File: src/rtl/piso_stream_if.sv
// Handshake and data bundle for piso_stream.
// The master side drives the load request, the parallel word and the shift
// strobe. The slave side (the serialiser) returns ready, serial data, busy and done.
// Optional feature macro: PISO_LSB_FIRST_EN adds the lsb_first_in bit-order select.
interface piso_stream_if #(
    parameter int SIZE = 8
);
    logic [SIZE-1:0] data_in;
    logic            valid_in;
    logic            r_ready_out;
    logic            shift_en_in;
`ifdef PISO_LSB_FIRST_EN
    logic            lsb_first_in;
`endif
    logic            r_data_out;
    logic            r_busy_out;
    logic            r_done_out;

`ifdef PISO_LSB_FIRST_EN
    modport master (
        output data_in,
        output valid_in,
        output shift_en_in,
        output lsb_first_in,
        input  r_ready_out,
        input  r_data_out,
        input  r_busy_out,
        input  r_done_out
    );

    modport slave (
        input  data_in,
        input  valid_in,
        input  shift_en_in,
        input  lsb_first_in,
        output r_ready_out,
        output r_data_out,
        output r_busy_out,
        output r_done_out
    );
`else
    modport master (
        output data_in,
        output valid_in,
        output shift_en_in,
        input  r_ready_out,
        input  r_data_out,
        input  r_busy_out,
        input  r_done_out
    );

    modport slave (
        input  data_in,
        input  valid_in,
        input  shift_en_in,
        output r_ready_out,
        output r_data_out,
        output r_busy_out,
        output r_done_out
    );
`endif
endinterface

File: src/rtl/piso_stream.sv
// piso_stream: parallel-in serial-out shifter with a valid/ready load, an
// external shift strobe and a one-cycle end-of-word pulse.
// A word is accepted in IDLE, its first bit appears the next cycle, and each
// strobe advances one bit. The strobe after the last bit returns the block to
// IDLE and raises done. A new word can be loaded in that same done cycle.
// Optional feature macro: PISO_LSB_FIRST_EN (per-word LSB-first order taken
// from lsb_first_in at load). Without it, words always go out MSB-first.
module piso_stream #(
    parameter int   SIZE       = 8,
    parameter logic IDLE_LEVEL = 1'b0
) (
    input  logic         clk_in,
    input  logic         reset_n_in,
    piso_stream_if.slave bus
);

    localparam int CW = $clog2(SIZE);

    typedef enum logic [0:0] {
        ST_IDLE  = 1'b0,
        ST_SHIFT = 1'b1
    } state_t;

    // Moves the word one place toward its output end.
    function automatic logic [SIZE-1:0] shift_word(input logic [SIZE-1:0] w,
                                                   input logic            lsb);
        logic [SIZE-1:0] r;
        if (lsb) begin
            r = {1'b0, w[SIZE-1:1]};
        end else begin
            r = {w[SIZE-2:0], 1'b0};
        end
        return r;
    endfunction

    // Returns the bit currently at the output end of the word.
    function automatic logic head_bit(input logic [SIZE-1:0] w,
                                      input logic            lsb);
        logic b;
        if (lsb) begin
            b = w[0];
        end else begin
            b = w[SIZE-1];
        end
        return b;
    endfunction

    state_t          state_q, state_d;
    logic [SIZE-1:0] shreg_q, shreg_d;
    logic [CW-1:0]   cnt_q,   cnt_d;
    logic            lsb_q,   lsb_d;
    logic            dout_q,  dout_d;
    logic            ready_q, ready_d;
    logic            busy_q,  busy_d;
    logic            done_q,  done_d;

    logic            load_s;
    logic            load_lsb_s;
    logic [SIZE-1:0] shifted_s;

`ifdef PISO_LSB_FIRST_EN
    assign load_lsb_s = bus.lsb_first_in;
`else
    assign load_lsb_s = 1'b0;
`endif

    // Ready is only high in IDLE, so this also covers the done cycle.
    assign load_s    = bus.valid_in & ready_q;
    assign shifted_s = shift_word(shreg_q, lsb_q);

    // Next-state logic for the load/shift/finish sequence.
    always_comb begin
        state_d = state_q;
        shreg_d = shreg_q;
        cnt_d   = cnt_q;
        lsb_d   = lsb_q;
        dout_d  = dout_q;
        ready_d = ready_q;
        busy_d  = busy_q;
        done_d  = 1'b0;
        case (state_q)
            ST_IDLE: begin
                // Strobes here are ignored; only a load moves the FSM.
                if (load_s) begin
                    state_d = ST_SHIFT;
                    shreg_d = bus.data_in;
                    lsb_d   = load_lsb_s;
                    dout_d  = head_bit(bus.data_in, load_lsb_s);
                    cnt_d   = CW'(SIZE - 1);
                    ready_d = 1'b0;
                    busy_d  = 1'b1;
                end else begin
                    state_d = ST_IDLE;
                end
            end
            ST_SHIFT: begin
                if (bus.shift_en_in) begin
                    if (cnt_q != {CW{1'b0}}) begin
                        shreg_d = shifted_s;
                        dout_d  = head_bit(shifted_s, lsb_q);
                        cnt_d   = cnt_q - CW'(1);
                    end else begin
                        // Last bit has been held until this strobe: finish.
                        state_d = ST_IDLE;
                        dout_d  = IDLE_LEVEL;
                        ready_d = 1'b1;
                        busy_d  = 1'b0;
                        done_d  = 1'b1;
                    end
                end else begin
                    state_d = ST_SHIFT;
                end
            end
            default: begin
                state_d = ST_IDLE;
                shreg_d = {SIZE{1'b0}};
                cnt_d   = {CW{1'b0}};
                lsb_d   = 1'b0;
                dout_d  = IDLE_LEVEL;
                ready_d = 1'b1;
                busy_d  = 1'b0;
            end
        endcase
    end

    // State and output registers; reset discards any word in flight.
    always_ff @(posedge clk_in or negedge reset_n_in) begin
        if (!reset_n_in) begin
            state_q <= ST_IDLE;
            shreg_q <= {SIZE{1'b0}};
            cnt_q   <= {CW{1'b0}};
            lsb_q   <= 1'b0;
            dout_q  <= IDLE_LEVEL;
            ready_q <= 1'b1;
            busy_q  <= 1'b0;
            done_q  <= 1'b0;
        end else begin
            state_q <= state_d;
            shreg_q <= shreg_d;
            cnt_q   <= cnt_d;
            lsb_q   <= lsb_d;
            dout_q  <= dout_d;
            ready_q <= ready_d;
            busy_q  <= busy_d;
            done_q  <= done_d;
        end
    end

    assign bus.r_ready_out = ready_q;
    assign bus.r_data_out  = dout_q;
    assign bus.r_busy_out  = busy_q;
    assign bus.r_done_out  = done_q;

endmodule

File: src/flat_wrapper.sv
// flat-port wrapper written by rule: the top's interface ports become plain ports
module piso_stream_flat 
#(
    parameter int   SIZE       = 8,
    parameter logic IDLE_LEVEL = 1'b0
)
  (clk_in, reset_n_in, bus_data_in, bus_valid_in, bus_shift_en_in, bus_r_ready_out, bus_r_data_out, bus_r_busy_out, bus_r_done_out);
  piso_stream_if #(.SIZE(SIZE)) bus_i ();
  input  logic clk_in;
  input  logic reset_n_in;
  input wire logic [$bits(bus_i.data_in)-1:0] bus_data_in;
  input wire logic [$bits(bus_i.valid_in)-1:0] bus_valid_in;
  input wire logic [$bits(bus_i.shift_en_in)-1:0] bus_shift_en_in;
  output wire logic [$bits(bus_i.r_ready_out)-1:0] bus_r_ready_out;
  output wire logic [$bits(bus_i.r_data_out)-1:0] bus_r_data_out;
  output wire logic [$bits(bus_i.r_busy_out)-1:0] bus_r_busy_out;
  output wire logic [$bits(bus_i.r_done_out)-1:0] bus_r_done_out;
  assign bus_i.data_in = bus_data_in;
  assign bus_i.valid_in = bus_valid_in;
  assign bus_i.shift_en_in = bus_shift_en_in;
  assign bus_r_ready_out = bus_i.r_ready_out;
  assign bus_r_data_out = bus_i.r_data_out;
  assign bus_r_busy_out = bus_i.r_busy_out;
  assign bus_r_done_out = bus_i.r_done_out;
  piso_stream #(.SIZE(SIZE), .IDLE_LEVEL(IDLE_LEVEL)) u_core (.clk_in(clk_in), .reset_n_in(reset_n_in), .bus(bus_i));
endmodule
File: config.mk
export PLATFORM = sky130hd
export DESIGN_NAME = piso_stream_flat
export DESIGN_NICKNAME = d
export VERILOG_FILES = /design/src/rtl/piso_stream_if.sv /design/src/rtl/piso_stream.sv /design/src/flat_wrapper.sv
export SDC_FILE = /design/constraint.sdc
export NUM_CORES = 1
export LEC_CHECK = 0
export ABC_AREA = 1
export CAP_MARGIN = 20
export CORE_MARGIN = 5
export CORE_UTILIZATION = 46
export CTS_BUF_LIST = sky130_fd_sc_hd__clkbuf_8
export CTS_CLUSTER_DIAMETER = 80
export CTS_CLUSTER_SIZE = 16
export DETAILED_ROUTE_END_ITERATION = 8
export PLACE_DENSITY_LB_ADDON = 0.25
export SYNTH_ARGS = -nofsm -noshare
export SYNTH_HDL_FRONTEND = slang
export SYNTH_SLANG_ARGS = --single-unit
File: constraint.sdc
create_clock -name clk_in -period 1.16 [get_ports clk_in]
set_clock_uncertainty 0.15 [all_clocks]
set_input_delay 0.174 -clock clk_in [delete_from_list [all_inputs] [get_ports clk_in]]
set_output_delay 0.174 -clock clk_in [all_outputs]
set_load 0.01 [all_outputs]
After elaboration in Yosys (flattened, before gate mapping)

Index checks and enable logic that the tools add are counted.
Widths: inputs -> output; s select.

Register bits after elaboration: 15
Output and inout port bits: 4
Logic and storage cells: 45

$add $sub $neg: 1
Equality and inequality tests: 4
Muxes and demuxes: 27
Bitwise operators: 2
Reductions and logical operators: 4

Operators by type and width:

| kind                | count |
|---|---|
| $mux 7              | 3 |
| $mux 1              | 15 |
| $pmux 7 s2          | 1 |
| $mux 3              | 3 |
| $pmux 1 s2          | 4 |
| $ne 2x2->1 const B  | 3 |
| $pmux 3 s2          | 1 |
| $reduce_and 3->1    | 2 |
| $reduce_bool 3->1   | 1 |
| $sub 3x1->3 const B | 1 |
| $ne 2x1->1 const B  | 1 |
| $reduce_and 2->1    | 1 |
| $and 1x1->1         | 1 |
| $not 1->1           | 1 |

Logic depth before layout (Yosys ltp)

Word-level depth: 4
Mapped depth: 7
Gate-level depth less buffers: 7

Least setup slack after synthesis

Ideal clock, no wire load.

Path kind: register to register
Start point: register u_core.ready_q, in the netlist u_core.bus.r_ready_out
End point: register u_core.cnt_q[0]
Setup time: 0.116 ns
Data arrival time: 1.016 ns
Data required time: 0.894 ns
Path slack: -0.123 ns
Cell stages (with the launch flop): 5
Buffers on the path: 1
Clock period less this slack: 1.283 ns
Cell sequence: dfstp_2 -> nand3_2 -> buf_4 -> nand3_1 -> nand2_1

Word-level cells in the longest chain between the ends: 3

Ends and longest elaborated chain:

| item                       | RTL line           | RTL |
|---|---|---|
| start: declaration         | piso_stream.sv:53  | `logic ready_q, ready_d;` |
| start signal: assignment   | piso_stream.sv:143 | `ready_q <= ready_d;` |
| $and 1x1->1                | piso_stream.sv:68  | `assign load_s = bus.valid_in & ready_q;` |
| $ne 2x1->1 (no line)       | -                  |  |
| $reduce_and 3->1 (no line) | -                  |  |
| end signal: assignment     | piso_stream.sv:131 | `cnt_q <= {CW{1'b0}};` |
| end signal: assignment     | piso_stream.sv:140 | `cnt_q <= cnt_d;` |
| end: declaration           | piso_stream.sv:50  | `logic [CW-1:0] cnt_q, cnt_d;` |

No other way between the ends.
A chain may end at the register's enable or synchronous reset.

Final worst setup path

Start point: register u_core.ready_q, in the netlist u_core.bus.r_ready_out
End point: register u_core.shreg_q[1]

Word-level cells in the longest chain between the ends: 3

Ends and longest elaborated chain:

| item                       | RTL line           | RTL |
|---|---|---|
| $and 1x1->1                | piso_stream.sv:68  |  |
| $ne 2x1->1 (no line)       | -                  |  |
| $reduce_and 3->1 (no line) | -                  |  |
| end signal: assignment     | piso_stream.sv:130 | `shreg_q <= {SIZE{1'b0}};` |
| end signal: assignment     | piso_stream.sv:139 | `shreg_q <= shreg_d;` |
| end: declaration           | piso_stream.sv:49  | `logic [SIZE-1:0] shreg_q, shreg_d;` |

No other way between the ends.

==> flow_summary.toml <==
[run_status]
run_status = "finished with violations"
violations = "setup timing"

[grt]
grt.total_usage = 0.1696
met1_usage = 0.2179
grt_pass1_wl_mm = 3.236
grt_start_max_net_pins = 9
grt_antenna_before_repair = 0
overflow = 0
grtUsageMet2 = 0.2521
grt_pass1_vias = 718
grt_busiest_layer = "met2"
met3_usage = 0.02959

[logic_synthesis]
synth_edf_count = 0
synth_commonest_cells = "nand2_1 (50), dfrtp_1 (14), nand3_1 (13), inv_1 (5), nor2_1 (3)"
yosys_most_used_dff = "dfrtp_1"
synth_cell_type_count = 16
async_reset_ff_frac = 1.000
synth_top_area_cell = "dfrtp_1"
synthMostInstantiatedCell = "nand2_1"
syn_nets = 113
synth_area_um2 = 758.2
ys_seq_area_frac = 0.4967
synth_area_leaders = "dfrtp_1 (46%), nand2_1 (25%), nand3_1 (8.6%)"
yosysTopAreaCellShare = 0.4620
yosys_warnings = 0
avgSynthCellArea_um2 = 7.659
synthCells = 99
synth-seq-cells = 15

[finish]
area_growth_pct = 54.62
nFillCells = 114
instances_no_fill = 153
utilization = 0.7606
drive_above_1_share = 0.3066
final_nets = 152
antenna_cells = 0

[critical_path]
cp_max_fo = 8
cp_slowest_cell = "dfstp_2"
crit_path_start_kind = "register"
crit_top_cell = "nand2_1"
cp_cell_sequence = "buf_6, nand3_4, nand2_4, nand2_1, nand2_1"
endpoint_kind = "register"
cp.arrival_ns = 1.29
max_stage_delay_ns = 0.54
crit_type = "register to register"
worstPathRequired_ns = 1.20

[floorplanning]
die_area_um2 = 2560
die_h_um = 50.60
io_pins = 16
core_um2 = 1541
fp-row-count = 14
start_util = 0.4919
die_x_um = 50.60

[timing]
setup_ws_ns = -0.09601
min_period_ns = 1.256
slew_violations = 0
finalSetupViolCount = 15
period_share = 1.083
fmax_ghz = 0.7962
rsz0062_at_grt = "yes"
worstMarginPinSlew_ns = 0.2765
tns_ns = -1.168
slew_headroom = 0.8151
hold_viol = 0

[placed_design]
placed_cells = 142
io_buffers = 15
place_hpwl_mm = 1.282
gp_congestion = 0.8257

[power_and_ir_drop]
peakVddDrop_mv = 0.6700
p_leak_nw = 0.6468
power_density_nw_per_um2 = 862.7
comb_power_share = 0.067
clkPwrFrac = 0.415
internal_power_mw = 0.7995
netSwitchingPower_mw = 0.2119
seq_power_share = 0.517
netSwitchingFraction = 0.2095

[drt]
drc_errors = 0
first_pass_iters = 4
wl_per_cell_um = 12.43
routed_via_density = 5.163
routed-via-count = 790
drt_iter0_drc = 15
drtAntennaViolNets = 0
drt-total-wl_mm = 1.902

[clocking]
cts_buffer_depth = 2
cts_tree = "done"
root_buffer = "clkbuf_8"
cts_made_buffers = 3
clkTransAtPathRegs_ns = 0.06
h-tree-depth = 1
clkLatencyLatePin_ns = 0.25
cts_sinks = 15

[job]
drv_cap = 0

[min_path]
hp-class = "input port to async pin"
-- routing by layer --
| metal | part of all wire | wire [um] |
|---|---|---|
| met5 | 0 | 0 |
| met1 | 0.41 | 773 |
| met2 | 0.51 | 971 |
| met3 | 0.065 | 123 |
| met4 | 0.017 | 33 |
-- area by class of cell --
type | count | area, um^2 | area share
inverters | 7 | 26.28 | 0.02241
flip-flops and latches | 15 | 376.6 | 0.3212
clock inverters | 1 | 3.754 | 0.003202
clock buffers | 3 | 41.29 | 0.03522
well taps | 16 | 20.02 | 0.01708
multi-input cells | 78 | 431.7 | 0.3682
repair buffers | 33 | 272.8 | 0.2327
-- flip-flops by register name (all words and copies together), names as in the netlist --
register	cells
u_core.cnt_q	3
u_core.bus.r_data_out	1
u_core.bus.r_busy_out	1
u_core.state_q	1
u_core.shreg_q	7
u_core.bus.r_ready_out	1
u_core.bus.r_done_out	1
-- what timing repair did --
action | CTS | global route
resized for setup | 21 | 10
gates cloned | 3 | 0
hold buffers | 0 | 0
buffers inserted | 2 | 2
pin swaps | 5 | 5
endpoints found under the setup margin | 19 | 17
-- placed cells by master (no fill, tap or decap), types with 3 or more instances in the layout --
cell,instances
clkbuf_8,3
nand2_2,3
nand3_1,13
inv_1,4
nand2_1,48
dfrtp_1,14
clkdlybuf4s50_1,11
inv_2,4
buf_2,4
nand2_4,3
buf_4,16
-- worst max-delay path: cells and delay by family (launching register included) --
| family | cells | cell delay, ns |
|---|---|---|
| flops | 1 | 0.54 |
| buf+inv | 1 | 0.13 |
| simple gates | 4 | 0.37 |
-- logic make-up (layout without fill, tap and decap cells) --
family / count (synthesis) / count (layout) / synth area share
AOI/OAI and AO/OA: 3 / 3 / 0.01978
adders and majority gates: 2 / 2 / 0.03300
buffers and inverters: 9 / 44 / 0.05116
DFF: 15 / 15 / 0.4967
and+or+nand+nor: 70 / 73 / 0.3993
-- stage by stage --
| stage | power, mW | worst slack (ns) | cell area (um^2) | hold slack [ns] |
|---|---|---|---|---|
| floorplan | 0.5441 | -0.07138 | 772.0 | -0.2716 |
| global route | 1.052 | -0.1786 | 1172 | 0.07279 |
| detailed placement | 0.5997 | -0.2621 | 1031 | 0.3466 |
| global placement | 0.5986 | -0.2244 | 1031 | 0.3407 |
| CTS | 1.015 | -0.1270 | 1115 | 0.07983 |
| finish | 1.011 | -0.09601 | 1172 | 0.07676 |
-- power groups by stage --
stage | clock, mW | combinational [mW] | sequential (mW)
2_1_floorplan | 0 | 0.0111 | 0.533
3_3_place_gp | 0 | 0.0658 | 0.533
3_5_place_dp | 0 | 0.0669 | 0.533
4_1_cts | 0.424 | 0.0675 | 0.523
5_1_grt | 0.455 | 0.0738 | 0.523
6_report | 0.420 | 0.0679 | 0.523
-- path summary, 6_finish.rpt --
path	from	cells past startpoint	slack, ns	to
max	u_core.bus.r_ready_out	5	-0.1	u_core.shreg_q[1]
min	reset_n_in	2	0.08	u_core.shreg_q[1]
min in group clk_in	u_core.bus.r_busy_out	2	0.33	u_core.bus.r_busy_out
max in group asynchronous	reset_n_in	2	0.57	u_core.bus.r_ready_out
min reg2reg	u_core.bus.r_busy_out	2	0.33	u_core.bus.r_busy_out
max reg2reg	u_core.bus.r_ready_out	5	-0.1	u_core.shreg_q[1]
(Power assumes the default switching activity.)
